File: src/rtl/anode_scan_ctrl.sv
// anode_scan_ctrl: time-multiplexed display anode scanner with guarded slots and a
// double-buffered frame. Define LEADING_ZERO_BLANK_EN to blank leading-zero digits.
module anode_scan_ctrl #(
    parameter int DIGITS = 4,
    parameter int GUARD  = 2,
    parameter int DWELL  = 4
) (
    input  logic                clk,
    input  logic                reset,
    input  logic                en,
    input  logic                upd_valid,
    input  logic [4*DIGITS-1:0] upd_data,
    output logic                upd_ready,
    output logic [DIGITS-1:0]   an,
    output logic [3:0]          char,
    output logic                frame_done
);
    localparam int SLOT = GUARD + DWELL;
    localparam int CW   = $clog2(SLOT);
    localparam int DW   = $clog2(DIGITS);
    localparam logic [CW-1:0] C_ON   = CW'(GUARD);
    localparam logic [CW-1:0] C_LAST = CW'(SLOT - 1);
    localparam logic [DW-1:0] D_TOP  = DW'(DIGITS - 1);

    // IDLE covers both reset and en=0: the position is parked at c=0 of a slot.
    typedef enum logic {IDLE, SCAN} state_t;

    state_t                 state, state_nx;
    logic [DW-1:0]          dig, dig_nx;
    logic [CW-1:0]          cnt, cnt_nx;
    logic [DIGITS-1:0][3:0] active, active_nx, pending;
    logic                   pend_full, pend_full_nx;
    logic                   accept, boundary, blank;
    logic [DIGITS-1:0]      an_nx;
    logic [3:0]             char_nx;
    logic                   frame_done_nx;

    assign upd_ready = !pend_full;
    assign accept    = upd_valid && !pend_full;

    // NOTE: non-blocking assignments make every flop update from pre-edge values.
    always_ff @(posedge clk or negedge reset) begin
        if (!reset) begin
            state      <= IDLE;
            dig        <= D_TOP;
            cnt        <= '0;
            // NOTE: the frame buffers are reset as well, so a reset always discards stale data.
            active     <= '0;
            pending    <= '0;
            pend_full  <= 1'b0;
            an         <= '1;
            char       <= '0;
            frame_done <= 1'b0;
        end else begin
            state      <= state_nx;
            dig        <= dig_nx;
            cnt        <= cnt_nx;
            active     <= active_nx;
            pend_full  <= pend_full_nx;
            if (accept) pending <= upd_data;
            an         <= an_nx;
            char       <= char_nx;
            frame_done <= frame_done_nx;
        end
    end

    // NOTE: every always_comb assigns its outputs a default first, so no latch is inferred.
    always_comb begin
        state_nx = state;
        dig_nx   = dig;
        cnt_nx   = cnt;
        if (!en) begin
            state_nx = IDLE;
            cnt_nx   = '0;
        end else if (state == IDLE) begin
            state_nx = SCAN;
            cnt_nx   = '0;
        end else if (cnt == C_LAST) begin
            cnt_nx = '0;
            dig_nx = (dig == '0) ? D_TOP : dig - 1'b1;
        end else begin
            cnt_nx = cnt + 1'b1;
        end
    end

    // The frame boundary is the edge that enters c=0 of the top digit while scanning.
    assign boundary = (state_nx == SCAN) && (cnt_nx == '0) && (dig_nx == D_TOP);

    always_comb begin
        active_nx    = active;
        pend_full_nx = pend_full;
        if (boundary && pend_full) begin
            active_nx    = pending;
            pend_full_nx = 1'b0;
        end else if (accept) begin
            pend_full_nx = 1'b1;
        end
    end

`ifdef LEADING_ZERO_BLANK_EN
    // A digit blanks when it and every higher nibble are zero; digit 0 always lights.
    always_comb begin
        blank = (dig_nx != '0);
        for (int i = 0; i < DIGITS; i++) begin
            if (i >= int'(dig_nx) && active_nx[i] != 4'd0) blank = 1'b0;
        end
    end
`else
    assign blank = 1'b0;
`endif

    // Outputs are computed from the next position and registered alongside it.
    always_comb begin
        an_nx         = '1;
        char_nx       = char;
        frame_done_nx = 1'b0;
        if (state_nx == SCAN) begin
            if (cnt_nx == '0) char_nx = active_nx[dig_nx];
            if (cnt_nx >= C_ON && !blank) an_nx[dig_nx] = 1'b0;
            frame_done_nx = (dig_nx == '0) && (cnt_nx == C_LAST);
        end
    end

endmodule
File: config.mk
export PLATFORM = sky130hd
export DESIGN_NAME = anode_scan_ctrl
export DESIGN_NICKNAME = d
export VERILOG_FILES = /design/src/rtl/anode_scan_ctrl.sv
export SDC_FILE = /design/constraint.sdc
export NUM_CORES = 1
export LEC_CHECK = 0
export ABC_AREA = 1
export BUFFER_PORTS_ARGS = -buffer_cell sky130_fd_sc_hd__buf_2
export CORE_ASPECT_RATIO = 2
export CORE_MARGIN = 1
export CORE_UTILIZATION = 58
export DETAILED_ROUTE_END_ITERATION = 10
export PLACE_DENSITY = 0.8
export SYNTH_ARGS = -nofsm -noshare
export SYNTH_HDL_FRONTEND = slang
export SYNTH_SLANG_ARGS = --single-unit
export TNS_END_PERCENT = 30
File: constraint.sdc
create_clock -name clk -period 3.2 [get_ports clk]
set_clock_uncertainty 0.15 [all_clocks]
set_input_delay 0.64 -clock clk [delete_from_list [all_inputs] [get_ports clk]]
set_output_delay 0.64 -clock clk [all_outputs]
set_load 0.1 [all_outputs]
== Word level (Yosys, flattened, before mapping) ==
Index checks and enable logic that the tools add are counted.
Word-level totals
  register bits after elaboration: 48
  output and inout bits: 10
  word-level logic and storage cells: 54
Cells by class
  $add $sub $neg: 2
  order comparisons: 3
  equality and inequality tests: 3
  multiplexer cells: 18
  bitwise logic cells: 1
  reduce and logical (&&, ||, !) cells: 12
Operators with widths (count)
  2-to-1 mux 16 bit: 1
  2-to-1 mux 4 bit: 3
  2-to-1 mux 3 bit: 3
  binary-select mux 4 bit (select 2 bit): 1
  2-to-1 mux 2 bit: 4
  == test 3 bit, second input constant: 2
  logical AND 1 bit: 6
  2-to-1 mux 1 bit: 5
  logical NOT 2 bit: 2
  NOT 4 bit: 1
  adder 3 x 1 -> 3 bit, second input constant: 1
  >= comparator 3 x 2 -> 1 bit, second input constant: 1
  logical NOT 3 bit: 1
  < comparator 2 x 3 -> 1 bit, second input constant: 1
  demux 1 bit (select 2 bit): 1
  == test 2 bit, second input constant: 1
  >= comparator 2 x 1 -> 1 bit, second input constant: 1
  AND reduction 2 bit: 1
  nonzero test 2 bit: 1
  subtractor 2 x 1 -> 2 bit, second input constant: 1
  logical NOT 1 bit: 1

== Depth between registers and ports, before layout ==
Gate-level depths: netlist (run 1).
  depth in word-level cells: 12
  depth in mapped cells: 13

== Least setup slack after synthesis (run 1) ==
No wires, ideal clock.
  kind: flip-flop to flip-flop
  start point: reg pend_full
  end point: reg char[0]
  library setup time: 121 ps
  arrival: 1732 ps
  data required time: 2929 ps
  setup slack: 1197 ps
  stages on the path, launching flop included: 10
  period minus slack after synthesis: 2003 ps
  cell sequence: dfrtp_1 > inv_1 > nor2_4 > nand3_4 > buf_6 > nand2_1 > nand3_1 > nand2_1 > nor2_1 > nor2_1
Between the ends
  word-level cells in the longest chain between the ends: 4
RTL lines
  from (decl): line 32  | logic pend_full, pend_full_nx;
  from (signal assigned): line 59  | pend_full <= pend_full_nx;
  logical AND 1 bit: line 92  | if (boundary && pend_full) begin
  2-to-1 mux 16 bit: line 92
  binary-select mux 4 bit (select 2 bit): line 118  | if (cnt_nx == '0) char_nx = active_nx[dig_nx];
  2-to-1 mux 4 bit (implied by the code): line 118
  to (signal assigned): line 62  | char <= char_nx;
  to (decl): line 15  | output logic [3:0] char,
Every way passes these cells. The select of a mux whose other input is x is not followed.
A chain may end at the register's enable or synchronous reset.

== Worst setup path after layout (run 1) ==
  start point: reg dig[0]
  end point: reg char[0]
Between the ends
  word-level cells in the longest chain between the ends: 11
RTL lines
  from (decl): line 29  | logic [DW-1:0] dig, dig_nx;
  from (signal assigned): line 56  | dig <= dig_nx;
  subtractor 2 x 1 -> 2 bit / logical NOT 2 bit (equally long branches): line 80  | dig_nx = (dig == '0) ? D_TOP : dig - 1'b1;
  2-to-1 mux 2 bit: line 80
  2-to-1 mux 2 bit: line 78  | end else if (cnt == C_LAST) begin
  2-to-1 mux 2 bit: line 75  | end else if (state == IDLE) begin
  2-to-1 mux 2 bit (*): line 72  | if (!en) begin
  == test 2 bit: line 87  | assign boundary = (state_nx == SCAN) && (cnt_nx == '0) && (dig_nx == D_TOP);
  logical AND 1 bit: line 87
  logical AND 1 bit: line 92
  2-to-1 mux 16 bit: line 92
  binary-select mux 4 bit (select 2 bit) (*): line 118
  2-to-1 mux 4 bit (implied by the code) (*): line 118
Mark *: on every way between the ends. The rest lies on a longest branch, timed or not. The select of a mux whose other input is x is not followed.

==> results of run 1 <==
==> cells by family after synthesis <==
kind of cell	Yosys count	synth area share, %
compound gates	19	4.402
buf+inv	52	9.777
flops	48	55.23
fa+ha+maj	1	0.5717
simple gates	131	30.02
==> synthesized netlist by cell type, drive strengths merged <==
library cell / number
inv: 45
dfrtp: 42
nand2: 39
nor2: 36
nand3: 27
a21oi: 17
and2: 16
nand4: 12
buf: 6
dfstp: 6
a31oi: 1
clkbuf: 1
ha: 1
nand3b: 1
o21ai: 1
==> worst max-delay path: stages (launching register included) <==
cell and delay (ns):
dfstp_2 0.53, inv_1 0.06, ha_1 0.28, nand3b_1 0.17, nand2_2 0.31, inv_2 0.10, nor2_4 0.22, nand3_1 0.13
nand3_1 0.10, nand2_1 0.08, nor2_1 0.11, nor2_1 0.04
==> through the flow <==
step	area (µm²)	instances
3_3_place_gp	2352	322
4_1_cts	2511	330
3_5_place_dp	2352	322
6_report	2511	330
5_1_grt	2511	330
2_1_floorplan	2188	251
==> registers in the layout (all words and copies together) (netlist names) <==
register,cells
frame_done,1
pend_full,1
dig,2
active,16
pending,16
state,1
an,4
cnt,3
char,4
==> final cells by class <==
cell class | instances | area (µm²) | share of cell area, %
flip-flops and latches | 48 | 1209 | 48.13
multi-input cells | 151 | 765.7 | 30.49
inverters | 45 | 171.4 | 6.826
clock inverters | 3 | 90.09 | 3.587
repair buffers | 29 | 145.1 | 5.780
clock buffers | 5 | 68.82 | 2.740
well taps | 49 | 61.31 | 2.441
==> routing by layer <==
layer	track usage, %	vias to the layer above
met1	28.63	781
li1	-	838
met2	39.87	35
met5	0	-
met4	13.50	0
met3	4.898	9
==> power by group through the flow <==
stage          registers [W]  clock network, W  logic (W)
6_report            0.000634          0.000591  0.0000747
5_1_grt             0.000636          0.000621  0.0000855
4_1_cts             0.000634          0.000600  0.0000764
3_5_place_dp        0.000646                 0  0.0000759
3_3_place_gp        0.000645                 0  0.0000738
2_1_floorplan       0.000654                 0  0.0000343
==> how the worst min path moves through the flow <==
stage	startpoint	to	slack, ns	depth (start not counted)
CTS	en	state	0.32	1
floorplan	reset	active[0]	0.19	0
finish	en	state	0.32	1
global placement	pend_full	pend_full	0.33	2
detailed placement	pend_full	pend_full	0.34	2
global route	en	state	0.31	1
==> results.py, run 1 <==
metrics = {
    "outcome": {
        "run_status": "finished clean",
    },
    "setup_path": {
        "r2r-end": "char[0]",
        "endpoint_kind": "flip-flop",
        "reg2reg_depth": 11,
        "reg2reg_from": "dig[0]",
        "arrival_ns": 2.44,
        "critPathLaunch": "dig[0]",
        "start_kind": "flip-flop",
        "worst-setup-path-type": "reg -> reg",
        "cp-endpoint": "char[0]",
        "worst-path-max-fanout": 17,
        "worstPathRequired_ns": 3.26,
        "r2r_setup_slack_ns": 0.81,
    },
    "timing": {
        "fin_ws_ns": 0.8143,
        "period_needed_ns": 2.386,
        "tightestPinTransition_ns": 1.008,
        "slew-limit-headroom_pct": 32.79,
        "rsz0062_at_grt": "false",
        "setup-violations-final": 0,
        "fin_hold_ws_ns": 0.3212,
        "fmax_ghz": 0.4192,
        "fin_setup_tns_ns": 0,
        "hold_viol_final": 0,
        "finalCritPeriodShare_pct": 74.55,
        "drv_slew": 0,
    },
    "logic_synthesis": {
        "yosys-top-cells-area": "dfrtp_1 48%, dfstp_2 7.2%, inv_1 7.2%",
        "yosysTopAreaCellShare_pct": 48.03,
        "synth_area_leader_cell": "dfrtp_1",
        "synth_cell_types": 24,
        "synth_area_um2": 2188,
        "ys_ff_latch": 48,
        "yosysSeqAreaShare_pct": 55.23,
        "syn_inst": 251,
        "syn_area_per_cell_um2": 8.719,
        "syn_nets": 272,
        "yosys_warnings": 0,
    },
    "grt": {
        "antenna_found_initial": 0,
        "grt.overflow.total": 0,
        "grt_pass1_wl_um": 6927,
        "grt_pass1_vias": 1622,
        "grt_max_degree": 49,
        "grt.total_usage_pct": 24.31,
    },
    "die": {
        "fp-row-count": 31,
        "core_um2": 3607,
        "die_height_um": 88.87,
        "initial_core_util_pct": 60.67,
        "fp.dieW_um": 45.44,
        "ios": 30,
        "die-area_um2": 4038,
    },
    "power": {
        "pwr-share-comb_pct": 5.7,
        "leakagePower_nw": 1.237,
        "netSwitchingPower_w": 0.0002608,
        "switching_share_pct": 20.06,
        "p_seq_share_pct": 48.8,
        "p_int_w": 0.001039,
        "total_power_w": 0.001300,
        "peakVddDrop_uv": 439.1,
        "clockPowerShare_pct": 45.5,
        "powerDensity_nw_per_um2": 517.7,
    },
    "clock_network": {
        "htree_num_levels": 2,
        "cts_tree": "yes",
        "cts_resized": 0,
        "clock-root-buffer": "clkbuf_8",
        "ctsLongestPathBuffers": 2,
        "cts_made_buffers": 5,
        "ctsHoldBuffers": 0,
        "clock_latency_ns": 0.31,
        "path_clk_slew_ns": 0.08,
        "clock_sinks": 48,
        "cts_setup_buffers": 0,
    },
    "detailed_routing": {
        "route.vias.total": 1663,
        "drc": 0,
        "top_layer": "met4",
        "vias_per_cell": 5.039,
        "wl_met1_um": 1703,
        "route.met3.wl_um": 122,
        "ant_nets": 0,
        "wl_per_cell_um": 12.46,
        "routed_wl_um": 4111,
        "routed-wl-met2_um": 2141,
        "drt_iter0_markers": 51,
        "dr.pass1.iters": 4,
    },
    "worst_hold_path": {
        "hold_path.class": "in -> reg",
    },
    "place": {
        "post-place-ws_ns": 0.7841,
        "port_buffers": 29,
        "hpwl_um": 2913,
        "gp_congestion": 0.8576,
    },
    "flow_run": {
        "drv_cap": 0,
    },
    "cells_and_area": {
        "drive_gt1_share_pct": 20.28,
        "fin_nets": 301,
        "antennaDiodeCount": 0,
        "syn2layout_area_growth_pct": 14.75,
        "mostFrequentLayoutCells": "42 x inv_1, 42 x dfrtp_1, 33 x nor2_1",
        "fillerInstances": 326,
        "finish.utilization_pct": 69.62,
    },
}
No activity file was read; power rests on OpenSTA's default activity.
==> run 2: changes to the inputs <==
- ABC_AREA: 1 -> 0
- CORE_UTILIZATION: 58 -> 51
- PLACE_DENSITY: 0.8 -> 0.74
- clock period: 3.2 -> 2.16 ns (I/O delays scaled with it)
==> run 2 against run 1 <==
Net effect:
- the flow now finishes with violations (negative hold slack)
- area after synthesis increased by 6.6%
- synthesized cell count decreased by 8.0%
- utilization decreased by 3.0 points
- count of clock-buffer cells in the layout increased by 2
- setup slack got worse by 0.75 ns
- critical endpoint is now char[2]
- largest cell class unchanged
- largest power group unchanged
- highest routed layer unchanged
==> results.py, run 2 <==
metrics = {
    "logic_synthesis": {
        "syn_nets": 252,
        "yosysMostFrequentCell": "dfrtp_1",
        "syn_inst": 231,
        "synthTopCellsByCount": "42 x dfrtp_1, 29 x inv_1, 23 x nand2_1",
        "synth_top_family_by_area": "compound AO/OA/AOI/OAI gates",
        "synth_xor_area_share_pct": 0,
        "synth_compound_area_share_pct": 21.30,
        "ys_ff_latch": 48,
        "yosysSeqAreaShare_pct": 51.82,
        "synth_area_um2": 2332,
        "synth_area_leader_cell": "dfrtp_1",
        "yosys_warnings": 0,
        "yosys-top-cells-area": "dfrtp_1 45%, dfstp_2 6.8%, a211oi_1 6.1%",
        "synth_flop_cell": "dfrtp_1",
        "yosysTopAreaCellShare_pct": 45.06,
        "synth_cell_types": 36,
        "synthAdderAreaFrac_pct": 0.5365,
        "muxShareOfSynthArea_pct": 5.794,
        "synthSimpleGateAreaFrac_pct": 13.20,
        "synth_edf_count": 0,
        "syn_area_per_cell_um2": 10.10,
        "ys_async_sr_fraction_pct": 100.0,
    },
    "detailed_routing": {
        "vias_per_cell": 5.758,
        "routed_wl_um": 5332,
        "drt_iter0_markers": 55,
        "wl_met1_um": 1904,
        "wl_per_cell_um": 16.11,
        "top_layer": "met4",
        "routed-wl-met2_um": 2951,
        "dr.pass1.iters": 4,
        "ant_nets": 0,
        "drc": 0,
        "route.vias.total": 1906,
        "route.met3.wl_um": 246,
    },
    "clock_network": {
        "clock_latency_ns": 0.30,
        "clock-root-buffer": "clkbuf_8",
        "clock_sinks": 48,
        "cts_made_buffers": 5,
        "ctsHoldBuffers": 0,
        "cts_tree": "yes",
        "htree_num_levels": 2,
        "path_clk_slew_ns": 0.08,
        "ctsLongestPathBuffers": 2,
    },
    "timing": {
        "fin_ws_ns": 0.06225,
        "fmax_ghz": 0.4767,
        "fin_hold_ws_ns": -0.01851,
        "drv_slew": 0,
        "slew-limit-headroom_pct": 60.24,
        "finalCritPeriodShare_pct": 97.12,
        "period_needed_ns": 2.098,
        "setup-violations-final": 0,
        "tightestPinTransition_ns": 0.5964,
        "hold_viol_final": 19,
    },
    "setup_path": {
        "reg2reg_depth": 9,
        "start_kind": "flip-flop",
        "cp_cell_sequence": "inv_1 -> ha_4 -> inv_2 -> nand4_1 -> buf_4 -> buf_6 -> a211oi_4 -> o21ai_1 -> a41oi_1",
        "cp.buffers_inverters": 4,
        "arrival_ns": 2.16,
        "worst-path-max-fanout": 6,
        "cp_top_family": "flip-flops",
        "slowest_stage": "dfstp_2",
        "endpoint_kind": "flip-flop",
        "cp_slowest_stage_delay_ns": 0.53,
        "path_depth": 9,
        "worst-setup-path-type": "reg -> reg",
        "worstPathRequired_ns": 2.23,
    },
    "cells_and_area": {
        "reg_top3": "active: 16 flops, pending: 16 flops",
        "fin_nets": 297,
        "layout_commonest_cell": "dfrtp_1",
        "fillerInstances": 346,
        "syn2layout_area_growth_pct": 25.11,
        "antennaDiodeCount": 0,
        "finish.utilization_pct": 66.59,
        "drive_gt1_share_pct": 42.96,
        "mostFrequentLayoutCells": "42 x dfrtp_1, 29 x buf_2, 28 x inv_1",
    },
    "place": {
        "port_buffers": 29,
        "gp_congestion": 0.8417,
        "hpwl_um": 3877,
        "post-place-ws_ns": -0.06379,
    },
    "grt": {
        "grt_pass1_wl_um": 8597,
        "grt.total_usage_pct": 23.58,
        "grt_max_degree": 29,
        "grt.overflow.total": 0,
        "grt_pass1_vias": 1901,
        "antenna_found_initial": 0,
    },
    "outcome": {
        "run_status": "finished with violations",
        "violations": "negative hold slack",
    },
    "die": {
        "fp-row-count": 34,
        "core_um2": 4382,
        "die-area_um2": 4864,
        "die_height_um": 97.64,
        "fp.dieW_um": 49.82,
        "ios": 30,
        "initial_core_util_pct": 53.23,
    },
    "flow_run": {
        "drv_cap": 0,
    },
    "power": {
        "peakVddDrop_uv": 491.0,
        "powerDensity_nw_per_um2": 611.8,
        "leakagePower_nw": 1.268,
    },
    "worst_hold_path": {
        "hold_path.class": "in -> async",
    },
}
run 2: final cells by class:
| cell class | instances | area (µm²) | share of cell area (%) |
|---|---|---|---|
| clock buffer | 7 | 76.32 | 2.616 |
| clock inverter | 1 | 30.03 | 1.029 |
| inverter | 29 | 108.9 | 3.731 |
| multi-input combinational | 142 | 1079 | 36.96 |
| sequential | 48 | 1209 | 41.42 |
| tap | 54 | 67.56 | 2.316 |
| timing repair buffer | 50 | 347.8 | 11.92 |
run 2: final timing paths:
kind	from	endpoint	slack, ns
setup / recovery	dig[0]	char[2]	0.06
hold / removal	reset	cnt[1]	-0.02
setup reg to reg	dig[0]	char[2]	0.06
hold reg to reg	active[15]	active[15]	0.36
max in group asynchronous	reset	dig[1]	1.27
min in group clk	upd_data[7]	pending[7]	0.18
run 2: kinds of logic after synthesis:
group / after synthesis
flip-flops: 48
AND/OR/NAND/NOR: 60
adder cells (fa/ha/maj): 1
multiplexers: 12
buffers and inverters: 41
AO/OA/AOI/OAI: 69
run 2: report_power, final:
part / leakage, nW / internal [W] / switching (W)
registers: 0.525 / 0.000944 / 0.0000169
logic: 0.690 / 0.0000660 / 0.000126
clock network: 0.0524 / 0.000346 / 0.000286
total: 1.27 / 0.00136 / 0.000428
run 2: layer usage:
metal,global-route usage [%],vias to the layer above
met5,0,-
met4,12.31,0
met3,4.695,21
met2,42.00,64
met1,25.10,935
li1,-,886
run 2: metrics by stage:
stage	setup TNS [ns]	cell area, µm²	instances	power [W]
6_report	0	2918	331	0.001785
3_5_place_dp	-0.1929	2663	321	0.001159
4_1_cts	0	2820	329	0.001788
5_1_grt	-0.06626	2918	331	0.001851
2_1_floorplan	0	2332	231	0.001079
3_3_place_gp	-0.07019	2663	321	0.001153
run 2: repair_timing:
item	in CTS	in global routing
gates cloned	0	1
buffers inserted	0	1
setup endpoints to repair	8	8
pin swaps	0	1
endpoints found under the hold margin	0	0
gates resized for setup	13	17
